==> src/rtl/icache_refill_ctrl_pkg.sv <==
// rtl/icache_refill_ctrl_pkg.sv - shared fetch-stage types and constants for the refill sequencer
package icache_refill_ctrl_pkg;

  localparam logic [1:0] ST_IDLE   = 2'd0;
  localparam logic [1:0] ST_REQ    = 2'd1;
  localparam logic [1:0] ST_FILL   = 2'd2;
  localparam logic [1:0] ST_COMMIT = 2'd3;

  typedef enum logic [1:0] {
    IDLE   = ST_IDLE,
    REQ    = ST_REQ,
    FILL   = ST_FILL,
    COMMIT = ST_COMMIT
  } refill_state_e;

  localparam int DEF_LINE_WORDS = 4;

  // Byte-offset bits inside one line of 32-bit words.
  function automatic int line_off_w(input int line_words);
    return $clog2(line_words) + 2;
  endfunction

endpackage

==> src/rtl/icache_refill_ctrl.sv <==
// rtl/icache_refill_ctrl.sv - stalls fetch on an I-cache miss and streams the aligned line into the cache
module icache_refill_ctrl
  import icache_refill_ctrl_pkg::*;
#(
  parameter int LINE_WORDS = DEF_LINE_WORDS,
  parameter int ADDR_W     = 32
) (
  input  logic              Clk,
  input  logic              Rst,
  input  logic              Imiss,
  input  logic [ADDR_W-1:0] MissAddr,
  input  logic              FlushPipeandPC,
  output logic              MemReq,
  output logic [ADDR_W-1:0] MemAddr,
  input  logic              MemAck,
  input  logic              MemValid,
  input  logic [31:0]       MemData,
  output logic              CacheWE,
  output logic [ADDR_W-1:0] CacheWAddr,
  output logic [31:0]       CacheWData,
  output logic              CacheTagWE,
  output logic              RefillStall,
  output logic              RefillDone,
  output logic [31:0]       MissCount
);

  localparam int                CNT_W     = $clog2(LINE_WORDS);
  localparam int                OFF_W     = line_off_w(LINE_WORDS);
  localparam logic [ADDR_W-1:0] BASE_MASK = ~((ADDR_W'(1) << OFF_W) - ADDR_W'(1));
  localparam logic [CNT_W-1:0]  LAST_BEAT = CNT_W'(LINE_WORDS - 1);

  refill_state_e     state_q, state_d;
  logic [ADDR_W-1:0] base_q, base_d;
  logic [CNT_W-1:0]  cnt_q, cnt_d;
  logic [31:0]       miss_count_q, miss_count_d;
  logic              miss_start;

  // A miss that coincides with a redirect is stale and must not start a refill.
  assign miss_start = Imiss & ~FlushPipeandPC;

  always_ff @(posedge Clk or posedge Rst) begin
    if (Rst) begin
      state_q      <= IDLE;
      base_q       <= '0;
      cnt_q        <= '0;
      miss_count_q <= '0;
    end else begin
      state_q      <= state_d;
      base_q       <= base_d;
      cnt_q        <= cnt_d;
      miss_count_q <= miss_count_d;
    end
  end

  always_comb begin
    state_d      = state_q;
    base_d       = base_q;
    cnt_d        = cnt_q;
    miss_count_d = miss_count_q;
    MemReq       = 1'b0;
    CacheWE      = 1'b0;
    CacheTagWE   = 1'b0;
    RefillDone   = 1'b0;
    case (state_q)
      IDLE: begin
        if (miss_start) begin
          base_d  = MissAddr & BASE_MASK;
          state_d = REQ;
        end
      end
      REQ: begin
        MemReq = 1'b1;
        if (MemAck) begin
          cnt_d   = '0;
          state_d = FILL;
        end else if (FlushPipeandPC) begin
          state_d = IDLE;
        end
      end
      FILL: begin
        // Redirects are ignored here: the burst is already in flight and its data is valid.
        if (MemValid) begin
          CacheWE = 1'b1;
          if (cnt_q == LAST_BEAT) begin
            cnt_d   = '0;
            state_d = COMMIT;
          end else begin
            cnt_d = cnt_q + CNT_W'(1);
          end
        end
      end
      COMMIT: begin
        CacheTagWE = 1'b1;
        RefillDone = 1'b1;
        if (miss_count_q != 32'hFFFF_FFFF) begin
          miss_count_d = miss_count_q + 32'd1;
        end
        state_d = IDLE;
      end
      default: state_d = IDLE;
    endcase
  end

  assign MemAddr     = base_q;
  assign CacheWAddr  = base_q + (ADDR_W'(cnt_q) << 2);
  assign CacheWData  = MemData;
  assign RefillStall = (state_q != IDLE) | miss_start;
  assign MissCount   = miss_count_q;

endmodule

==> config.mk <==
export PLATFORM = sky130hd
export DESIGN_NAME = icache_refill_ctrl
export DESIGN_NICKNAME = d
export VERILOG_FILES = /design/src/rtl/icache_refill_ctrl_pkg.sv /design/src/rtl/icache_refill_ctrl.sv
export SDC_FILE = /design/constraint.sdc
export NUM_CORES = 1
export LEC_CHECK = 0
export ABC_AREA = 1
export ABC_CLOCK_PERIOD_IN_PS = 1750
export CORE_UTILIZATION = 54
export CTS_CLUSTER_DIAMETER = 120
export DETAILED_ROUTE_END_ITERATION = 8
export DONT_BUFFER_PORTS = 1
export GPL_TIMING_DRIVEN = 1
export PLACE_DENSITY = 0.74
export RECOVER_POWER = 25
export SLEW_MARGIN = 25
export SYNTH_ARGS = -nofsm -noshare
export SYNTH_HDL_FRONTEND = slang
export SYNTH_SLANG_ARGS = --single-unit
==> constraint.sdc <==
create_clock -name Clk -period 1.75 [get_ports Clk]
set_input_delay 0.0875 -clock Clk [delete_from_list [all_inputs] [get_ports Clk]]
set_output_delay 0.0875 -clock Clk [all_outputs]
set_load 0.1 [all_outputs]
==> impl_metrics.py, run 1 <==
metrics = {
    "run_status": {
        "status": "finished clean",
    },
    "job": {
        "drv_cap": 0,
    },
    "critical_path": {
        "crit_required_ps": 1990,
        "critPathKind": "flop to flop",
        "start_kind": "flop",
        "arrival_ps": 1860,
        "cp_max_fo": 13,
        "critPathLaunch": "MissCount[25]",
        "r2r-start": "MissCount[25]",
        "end_kind": "flop",
    },
    "placement": {
        "pre_cts_slack_ps": 114.4,
        "routabilityCongestion": 0.9137,
        "port_buffers": 0,
        "hpwl_um": 6594,
    },
    "cts": {
        "cts_max_level": 3,
        "cts.sinks": 64,
        "clockBufferDepth": 2,
        "clock-root-buffer": "clkbuf_8",
        "cts_tree": "done",
        "numCtsBuffers": 9,
        "insertion_delay_ps": 360,
        "clk_pin_slew_ps": 70,
    },
    "global_route": {
        "track_usage_pct": 26.39,
        "grt_pass1_wl_um": 15150,
        "grt_max_degree": 42,
        "antenna_found_initial": 0,
        "grt-ovfl-total": 0,
        "grt_pass1_vias": 3203,
    },
    "die": {
        "io_pins": 203,
        "die-area_mm2": 0.007613,
        "start_util_pct": 56.83,
        "core_area_mm2": 0.006907,
        "die_w_um": 87.26,
        "dieHeight_um": 87.26,
        "rows": 30,
    },
    "yosys": {
        "avgSynthCellArea_um2": 8.110,
        "ys_ff_latch": 64,
        "yosysSeqAreaShare_pct": 40.80,
        "synth.area.top_cells": "dfrtp_1 41%, nand2_1 14%, buf_4 13%, mux2_2 8.0%, nor2_1 5.2%",
        "yosys_warnings": 0,
        "netlist_instances": 484,
        "synth_top_area_share_pct": 40.80,
        "synth-main-ff-cell": "dfrtp_1",
        "synth_cell_type_count": 29,
        "synth-edff-count": 0,
        "synth_area_mm2": 0.003925,
        "async_flop_share_pct": 100.0,
        "synth_top_cell_by_area": "dfrtp_1",
    },
    "finish": {
        "utilization_pct": 69.42,
        "nNetsFinal": 602,
        "diodes": 0,
        "area_growth_pct": 22.15,
        "fillers": 548,
        "drive_gt1_share_pct": 39.81,
    },
    "sta": {
        "hold_viol": 0,
        "maxSlewHeadroom_pct": 36.40,
        "timing.final.max_slew_violations": 0,
        "setup_tns_ps": 0,
        "finalCritPeriodShare_pct": 92.71,
        "min_period_ps": 1622,
        "skew_ps": 12.72,
        "worstMarginPinSlew_ps": 953.0,
        "setup_viol": 0,
        "rsz0062_at_grt": "no",
        "fmax_mhz": 616.3,
        "timing.final.ws_setup_ps": 127.5,
    },
    "detailed_routing": {
        "postRouteAntennaNets": 0,
        "totalWireLength_um": 9469,
        "route.detailed.drc": 0,
        "vias": 3281,
        "wl_per_cell_um": 15.01,
        "drt-initial-drc-count": 166,
        "first_pass_iters": 5,
        "via_per_inst": 5.200,
    },
    "hold_path": {
        "hold_path.class": "input pin to flop",
        "hold_path.startpoint": "Imiss",
    },
}
## cells in the final DEF (no fill, tap or decap), types with 4 or more instances in the layout
cell type and instances:
dfrtp_2 60, conb_1 6, dlygate4sd3_1 32, nand3_1 17, nand3b_1 6, clkbuf_8 9
mux2_2 28, o21ai_0 6, xnor2_1 6, buf_4 70, nand2_1 142, inv_1 32
nor2_2 5, nor2_4 5, nand3_2 5, dfrtp_1 4, nor2_1 52, nand2_2 9
nand4_1 8
## logic make-up (layout without fill, tap and decap cells)
kind of cell | after synthesis | after routing | synth area share [%]
DFF | 64 | 64 | 40.80
xor gates and xnor gates | 8 | 8 | 1.785
muxes | 28 | 28 | 8.033
buffers and inverters | 110 | 156 | 17.98
and+or+nand+nor | 257 | 257 | 28.69
AOI/OAI and AO/OA | 14 | 14 | 1.977
other | 1 | 6 | 0.09554
adders and majority gates | 2 | 2 | 0.6374
## worst max-delay path, stage by stage, from the launching register on
cell,delay (ps)
dfrtp_2,440
nand2_1,120
nor2_1,180
nand2_2,110
nor2_8,120
nand2_4,80
nand2_4,140
inv_2,150
nand2_1,100
nand2_1,60
## metrics by stage
step	std cells	area (um^2)	hold WS, ps
final	631	4795	40.51
after global routing	631	4795	69.17
after CTS	629	4775	43.93
after detailed placement	581	4210	44.54
after global placement	581	4210	25.56
after floorplan	489	4065	210.5
## flip-flops by register name (all words and copies together) (netlist names), named ones only
register	cells
state_q	1
MissCount	32
MemAddr	28
cnt_q	2
## cell usage after synthesis (2+ instances only)
library cell and count:
nand2_1 145, buf_4 67, dfrtp_1 64, nor2_1 54
inv_1 34, mux2_2 28, nand3_1 22, nand4_1 8
nand2_2 7, o21ai_0 7, nand3b_1 6, xnor2_1 6
buf_6 5, nor2_2 5, a21oi_1 4, buf_2 3
nor2_4 3, ha_1 2, nand2_4 2, nor3_1 2
xor2_1 2
## path summary, 6_finish.rpt
path                                 end  slack [ps]  depth (start not counted)
min in group asynchronous     MemAddr[4]         380                          2
max                        MissCount[14]         130                          9
min                           state_q[0]          40                          4
min reg2reg                  MemAddr[13]         520                          1
max reg2reg                MissCount[14]         130                          9
max in group asynchronous   MissCount[7]         590                          3
## per-layer routing
metal	track usage (%)	up-vias	part of all wire [%]
li1	-	1530	-
met1	31.49	1537	39
met2	44.03	166	49
met3	6.730	48	8.2
met4	13.41	0	3.2
met5	0	-	0
## final cells by class
| class | instances | area, um^2 | area share, % |
|---|---|---|---|
| timing repair buffer | 105 | 905.9 | 18.89 |
| sequential | 64 | 1677 | 34.97 |
| clock buffer | 9 | 123.9 | 2.584 |
| inverter | 35 | 135.1 | 2.818 |
| tap | 96 | 120.1 | 2.505 |
| clock inverter | 7 | 120.1 | 2.505 |
| multi-input combinational | 315 | 1713 | 35.73 |
## timing repair
| item | in CTS | in global routing |
|---|---|---|
| endpoints found under the hold margin | 53 | 0 |
| hold buffers | 32 | 0 |
| gates resized for setup | 0 | 1 |
| buffers inserted | 0 | 2 |
| setup endpoints to repair | 0 | 7 |
Power of run 1 is left out: the tool's default activity adds up to more than one toggle a clock period on the data nets, which glitch-free logic cannot reach.
==> inputs of run 2 (changes only) <==
--- a/config.mk
+++ b/config.mk
@@ -5,7 +5,6 @@
 export SDC_FILE = /design/constraint.sdc
 export NUM_CORES = 1
 export LEC_CHECK = 0
-export ABC_AREA = 1
 export ABC_CLOCK_PERIOD_IN_PS = 1750
 export CORE_UTILIZATION = 54
 export CTS_CLUSTER_DIAMETER = 120
==> run 2 against run 1 <==
The flow now finishes with violations (negative setup slack). Worst setup slack got worse by 340 ps. Register-to-register slack worse by 340 ps. Flip-flop and latch count unchanged. Critical endpoint is now MissCount[23]. Final area shrank 5.4%. Via count decreased by 21%. Global-route usage is 1.1 points lower. Cell count shrank 26%. First-iteration DRC count down 49%. Sequential share of layout area is 2.0 points higher. Worst hold slack improved by 3.2 ps.
==> impl_metrics.py, run 2 <==
metrics = {
    "sta": {
        "maxSlewHeadroom_pct": 41.19,
        "finalCritPeriodShare_pct": 112.3,
        "timing.final.max_slew_violations": 0,
        "min_period_ps": 1966,
        "hold_viol": 0,
        "timing.final.ws_setup_ps": -215.8,
        "skew_ps": 7.733,
        "rsz0062_at_grt": "yes",
        "setup_tns_ps": -2182,
        "setup_viol": 13,
        "fmax_mhz": 508.7,
        "worstMarginPinSlew_ps": 881.2,
    },
    "die": {
        "die_w_um": 81.39,
        "dieHeight_um": 81.39,
        "start_util_pct": 56.81,
        "die-area_mm2": 0.006624,
        "io_pins": 203,
        "core_area_mm2": 0.005991,
        "rows": 28,
    },
    "yosys": {
        "synth-main-ff-cell": "dfrtp_1",
        "synth_top_area_share_pct": 47.06,
        "async_flop_share_pct": 100.0,
        "synth_top_cell_by_area": "dfrtp_1",
        "synth_cell_type_count": 38,
        "synth_area_mm2": 0.003403,
        "ys_ff_latch": 64,
        "yosysMostFrequentCell": "buf_4",
        "yosys_warnings": 0,
        "netlist_instances": 308,
        "synth_commonest_cells": "67 x buf_4, 64 x dfrtp_1, 29 x mux2_2, 16 x nand3_1, 16 x xor2_1",
        "yosysSeqAreaShare_pct": 47.06,
        "synth-edff-count": 0,
        "avgSynthCellArea_um2": 11.05,
        "synth.area.top_cells": "dfrtp_1 47%, buf_4 15%, mux2_2 9.6%, xor2_1 4.1%, xnor2_1 3.3%",
    },
    "hold_path": {
        "whs_path_depth": 3,
        "hold_path.class": "input pin to flop",
        "hold_path.startpoint": "MemAck",
        "hold_end": "cnt_q[1]",
    },
    "global_route": {
        "grt_max_degree": 30,
        "track_usage_pct": 25.29,
        "grt_pass1_vias": 2619,
        "grt_pass1_wl_um": 12320,
        "antenna_found_initial": 0,
        "grt-ovfl-total": 0,
    },
    "placement": {
        "hpwl_um": 5679,
        "routabilityCongestion": 0.9244,
        "placed_area_mm2": 0.003958,
        "port_buffers": 0,
    },
    "detailed_routing": {
        "via_per_inst": 5.495,
        "vias": 2577,
        "drt-initial-drc-count": 85,
        "first_pass_iters": 4,
        "totalWireLength_um": 8136,
        "postRouteAntennaNets": 0,
        "route.detailed.drc": 0,
        "wl_per_cell_um": 17.35,
    },
    "finish": {
        "diodes": 0,
        "drive_gt1_share_pct": 61.42,
        "area_growth_pct": 33.24,
        "fin_area_mm2": 0.004534,
        "layout_commonest_cell": "buf_4",
        "nNetsFinal": 463,
        "largest_register_ffs": 32,
        "utilization_pct": 75.69,
        "final_cell_mix": "101 x buf_4, 60 x dfrtp_2, 32 x dlygate4sd3_1",
        "fillers": 407,
    },
    "run_status": {
        "status": "finished with violations",
        "violations": "negative setup slack",
    },
    "cts": {
        "cts.sinks": 64,
        "clock-root-buffer": "clkbuf_8",
        "clockBufferDepth": 2,
        "cts_max_level": 3,
        "clk_pin_slew_ps": 70,
        "cts_tree": "done",
        "numCtsBuffers": 9,
        "insertion_delay_ps": 330,
    },
    "critical_path": {
        "arrival_ps": 2180,
        "end_kind": "flop",
        "rrSetupSlack_ps": -220,
        "start_kind": "flop",
        "cp_max_fo": 3,
        "crit_required_ps": 1960,
        "r2r-end": "MissCount[23]",
        "ff2ff_path_depth": 8,
        "r2r-start": "MissCount[0]",
        "critPathKind": "flop to flop",
    },
    "job": {
        "drv_cap": 0,
    },
}
-- run 2: area by class of cell --
class | count | area (um^2) | area share, %
inverter | 6 | 26.28 | 0.5795
tap | 75 | 93.84 | 2.070
timing repair buffer | 139 | 1160 | 25.58
multi-input combinational | 171 | 1418 | 31.26
clock buffer | 10 | 137.6 | 3.035
clock inverter | 4 | 22.52 | 0.4967
sequential | 64 | 1677 | 36.98
-- run 2: kinds of logic (layout without fill, tap and decap cells) --
logic type | count (synthesis) | after routing | synth area share [%]
AO/OA/AOI/OAI | 14 | 14 | 2.978
XOR/XNOR | 29 | 29 | 7.463
adder cells (fa/ha/maj) | 2 | 2 | 0.7352
buffers and inverters | 78 | 159 | 16.51
flip-flops | 64 | 64 | 47.06
multiplexers | 30 | 30 | 9.890
other | 1 | 6 | 0.1102
AND/OR/NAND/NOR | 90 | 90 | 15.26
-- run 2: worst max path at each step --
stage	startpoint	to	slack, ps	cells past startpoint
3_3_place_gp	MissCount[1]	MissCount[24]	-250	6
3_5_place_dp	MissCount[1]	MissCount[20]	-300	8
6_report	MissCount[0]	MissCount[23]	-220	8
2_1_floorplan	MissCount[8]	MissCount[24]	-760	6
5_1_grt	MissCount[0]	MissCount[23]	-290	8
4_1_cts	MissCount[0]	MissCount[28]	-210	8
-- run 2: stage by stage --
step	hold WS (ps)	instances	worst slack [ps]
floorplan	239.2	313	-759.4
global placement	19.77	421	-251.6
detailed placement	28.81	421	-298.6
CTS	3.279	467	-205.3
global route	58.24	469	-293.1
finish	43.71	469	-215.8
-- run 2: critical path, stage by stage, from the launching register on --
cell,delay [ps]
dfrtp_2,380
ha_4,150
nand4_4,100
or4_4,500
buf_6,140
buf_4,130
o2111ai_4,230
nor2_2,70
xor2_1,150
-- run 2: repair_timing --
item / in CTS / in global routing
pin swaps: 4 / 3
setup endpoints to repair: 18 / 26
hold endpoints to repair: 53 / 0
buffers inserted: 0 / 2
hold buffers: 32 / 0
resized for setup: 5 / 14
-- run 2: per-layer routing --
layer / part of all wire [%] / GRT usage (%)
met1: 37 / 26.41
met5: 0 / 0
met2: 52 / 46.17
met3: 8.0 / 7.865
met4: 2.8 / 10.89
Power of run 2 is left out for the same reason.
==> inputs of run 3 (changes only) <==
--- a/config.mk
+++ b/config.mk
@@ -11,7 +11,7 @@
 export DETAILED_ROUTE_END_ITERATION = 8
 export DONT_BUFFER_PORTS = 1
 export GPL_TIMING_DRIVEN = 1
-export PLACE_DENSITY = 0.74
+export PLACE_DENSITY = 0.79
 export RECOVER_POWER = 25
 export SLEW_MARGIN = 25
 export SYNTH_ARGS = -nofsm -noshare
==> run 3 against run 2 <==
The flow still finishes with violations (negative setup slack). Cell count is 1.1% higher. Flip-flop and latch count unchanged. Critical path depth down 2. Via count up 3.9%. Wire length up 18%. Register-to-register slack got worse by 60 ps. Utilization increased by 4.8 points. Sequential share of layout area down 2.2 points. Final area increased by 6.3%. Global-route usage is 2.1 points higher.
==> impl_metrics.py, run 3 (synthesis results as in run 2) <==
metrics = {
    "run_status": {
        "status": "finished with violations",
        "violations": "negative setup slack",
    },
    "critical_path": {
        "cpMostUsedCell": "or4_4",
        "crit_required_ps": 1970,
        "r2r-end": "MissCount[24]",
        "end_kind": "flop",
        "ff2ff_path_depth": 6,
        "cp_max_fo": 3,
        "cp_slowest_cell": "or4_4",
        "rrSetupSlack_ps": -270,
        "arrival_ps": 2240,
        "cpPeakStageDelay_ps": 540,
        "start_kind": "flop",
        "crit_chain": "ha_4, nand4_4, or4_4, or4_4, a41oi_2, mux2i_1",
        "critPathKind": "flop to flop",
        "r2r-start": "MissCount[0]",
    },
    "placement": {
        "dp_cells": 415,
        "hpwl_um": 5576,
        "routabilityCongestion": 0.8362,
        "port_buffers": 0,
    },
    "sta": {
        "hold_viol": 0,
        "maxSlewHeadroom_pct": 43.50,
        "rsz0062_at_grt": "yes",
        "worstMarginPinSlew_ps": 847.5,
        "timing.final.max_slew_violations": 0,
        "skew_ps": 18.64,
        "timing.final.ws_setup_ps": -272.0,
        "finalCritPeriodShare_pct": 115.5,
        "min_period_ps": 2022,
        "fin_hold_ws_ps": 62.67,
        "fmax_mhz": 494.6,
        "setup_viol": 22,
    },
    "global_route": {
        "grt-ovfl-total": 0,
        "grt_pass1_vias": 2547,
        "grt_util_met1_pct": 30.42,
        "use_met3_pct": 9.101,
        "grt_pass1_wl_um": 13120,
        "track_usage_pct": 27.36,
        "use_met2_pct": 47.92,
        "grt_busiest_layer": "met2",
        "antenna_found_initial": 0,
        "grt_max_degree": 65,
    },
    "cts": {
        "cts.sinks": 64,
        "clk_pin_slew_ps": 70,
        "clock-root-buffer": "clkbuf_8",
        "cts_max_level": 3,
        "insertion_delay_ps": 350,
        "cts_tree": "done",
        "numCtsBuffers": 9,
        "clockBufferDepth": 2,
    },
    "detailed_routing": {
        "first_pass_iters": 4,
        "wl_per_cell_um": 20.25,
        "postRouteAntennaNets": 0,
        "via_per_inst": 5.650,
        "drt-initial-drc-count": 133,
        "totalWireLength_um": 9600,
        "route.detailed.drc": 0,
        "vias": 2678,
    },
    "finish": {
        "area_growth_pct": 41.62,
        "final_cell_mix": "89 x buf_4, 60 x dfrtp_2, 32 x dlygate4sd3_1",
        "utilization_pct": 80.45,
        "instances_no_fill": 474,
        "largest_register_ffs": 32,
        "nNetsFinal": 466,
        "drive_gt1_share_pct": 63.41,
        "diodes": 0,
        "layout_commonest_cell": "buf_4",
    },
    "hold_path": {
        "hold_path.startpoint": "MemValid",
        "hold_path.class": "input pin to flop",
        "whs_path_depth": 3,
        "hold_end": "state_q[0]",
    },
    "die": {
        "io_pins": 203,
        "start_util_pct": 56.81,
        "rows": 28,
        "die_w_um": 81.39,
        "die-area_mm2": 0.006624,
        "core_area_mm2": 0.005991,
        "dieHeight_um": 81.39,
    },
    "job": {
        "drv_cap": 0,
    },
}
run 3: cell types whose count changed in the layout (fill, tap and decap cells not counted), moves of 4 or more:
cell	before	now
buf_12	2	7
buf_4	101	89
nor2_4	1	5
nor3_1	6	2
buf_6	3	9
run 3: layout make-up:
| class | instances | area, um^2 |
|---|---|---|
| clock inverters | 3 | 65.06 |
| multi-input cells | 172 | 1516 |
| clock buffers | 13 | 148.9 |
| well taps | 75 | 93.84 |
| inverters | 6 | 26.28 |
| flip-flops and latches | 64 | 1677 |
| fillers | 344 | 1171 |
| repair buffers | 141 | 1292 |
run 3: layer usage:
| layer | wire, um | part of all wire, % | vias up |
|---|---|---|---|
| met1 | 3404 | 35 | 1296 |
| met5 | 0 | 0 | - |
| met4 | 248 | 2.6 | 0 |
| li1 | - | - | 1176 |
| met3 | 797 | 8.3 | 35 |
| met2 | 5150 | 54 | 171 |
run 3: per-stage QoR:
| step | cell area (um^2) | setup TNS, ps | setup WS [ps] |
|---|---|---|---|
| floorplan | 3557 | -11880 | -759.4 |
| global placement | 3925 | -1483 | -276.0 |
| detailed placement | 3925 | -2338 | -303.6 |
| CTS | 4543 | -2377 | -207.5 |
| global route | 4820 | -3305 | -322.7 |
| finish | 4820 | -2214 | -272.0 |
run 3: critical path: cells and delay by family, from the launching register on:
family	cells	cell delay, ps
adders and majority gates	1	150
and+or+nand+nor	3	1080
DFF	1	390
AOI/OAI and AO/OA	1	170
muxes	1	110
run 3: worst max-delay path by stage:
stage                            start             to  slack [ps]  cells after the start
after detailed placement  MissCount[1]  MissCount[24]        -300                      6
after CTS                 MissCount[0]  MissCount[24]        -210                      6
after floorplan           MissCount[8]  MissCount[24]        -760                      6
final                     MissCount[0]  MissCount[24]        -270                      6
after global routing      MissCount[0]  MissCount[24]        -320                      6
after global placement    MissCount[1]  MissCount[24]        -280                      6
run 3: repair_timing:
| action | CTS | global route |
|---|---|---|
| endpoints found under the setup margin | 21 | 23 |
| hold buffers | 32 | 0 |
| buffers inserted | 1 | 9 |
| gates resized for setup | 17 | 42 |
| pin swaps | 9 | 16 |
| hold endpoints to repair | 96 | 0 |
| gates cloned | 0 | 2 |
Power of run 3 is left out for the same reason.
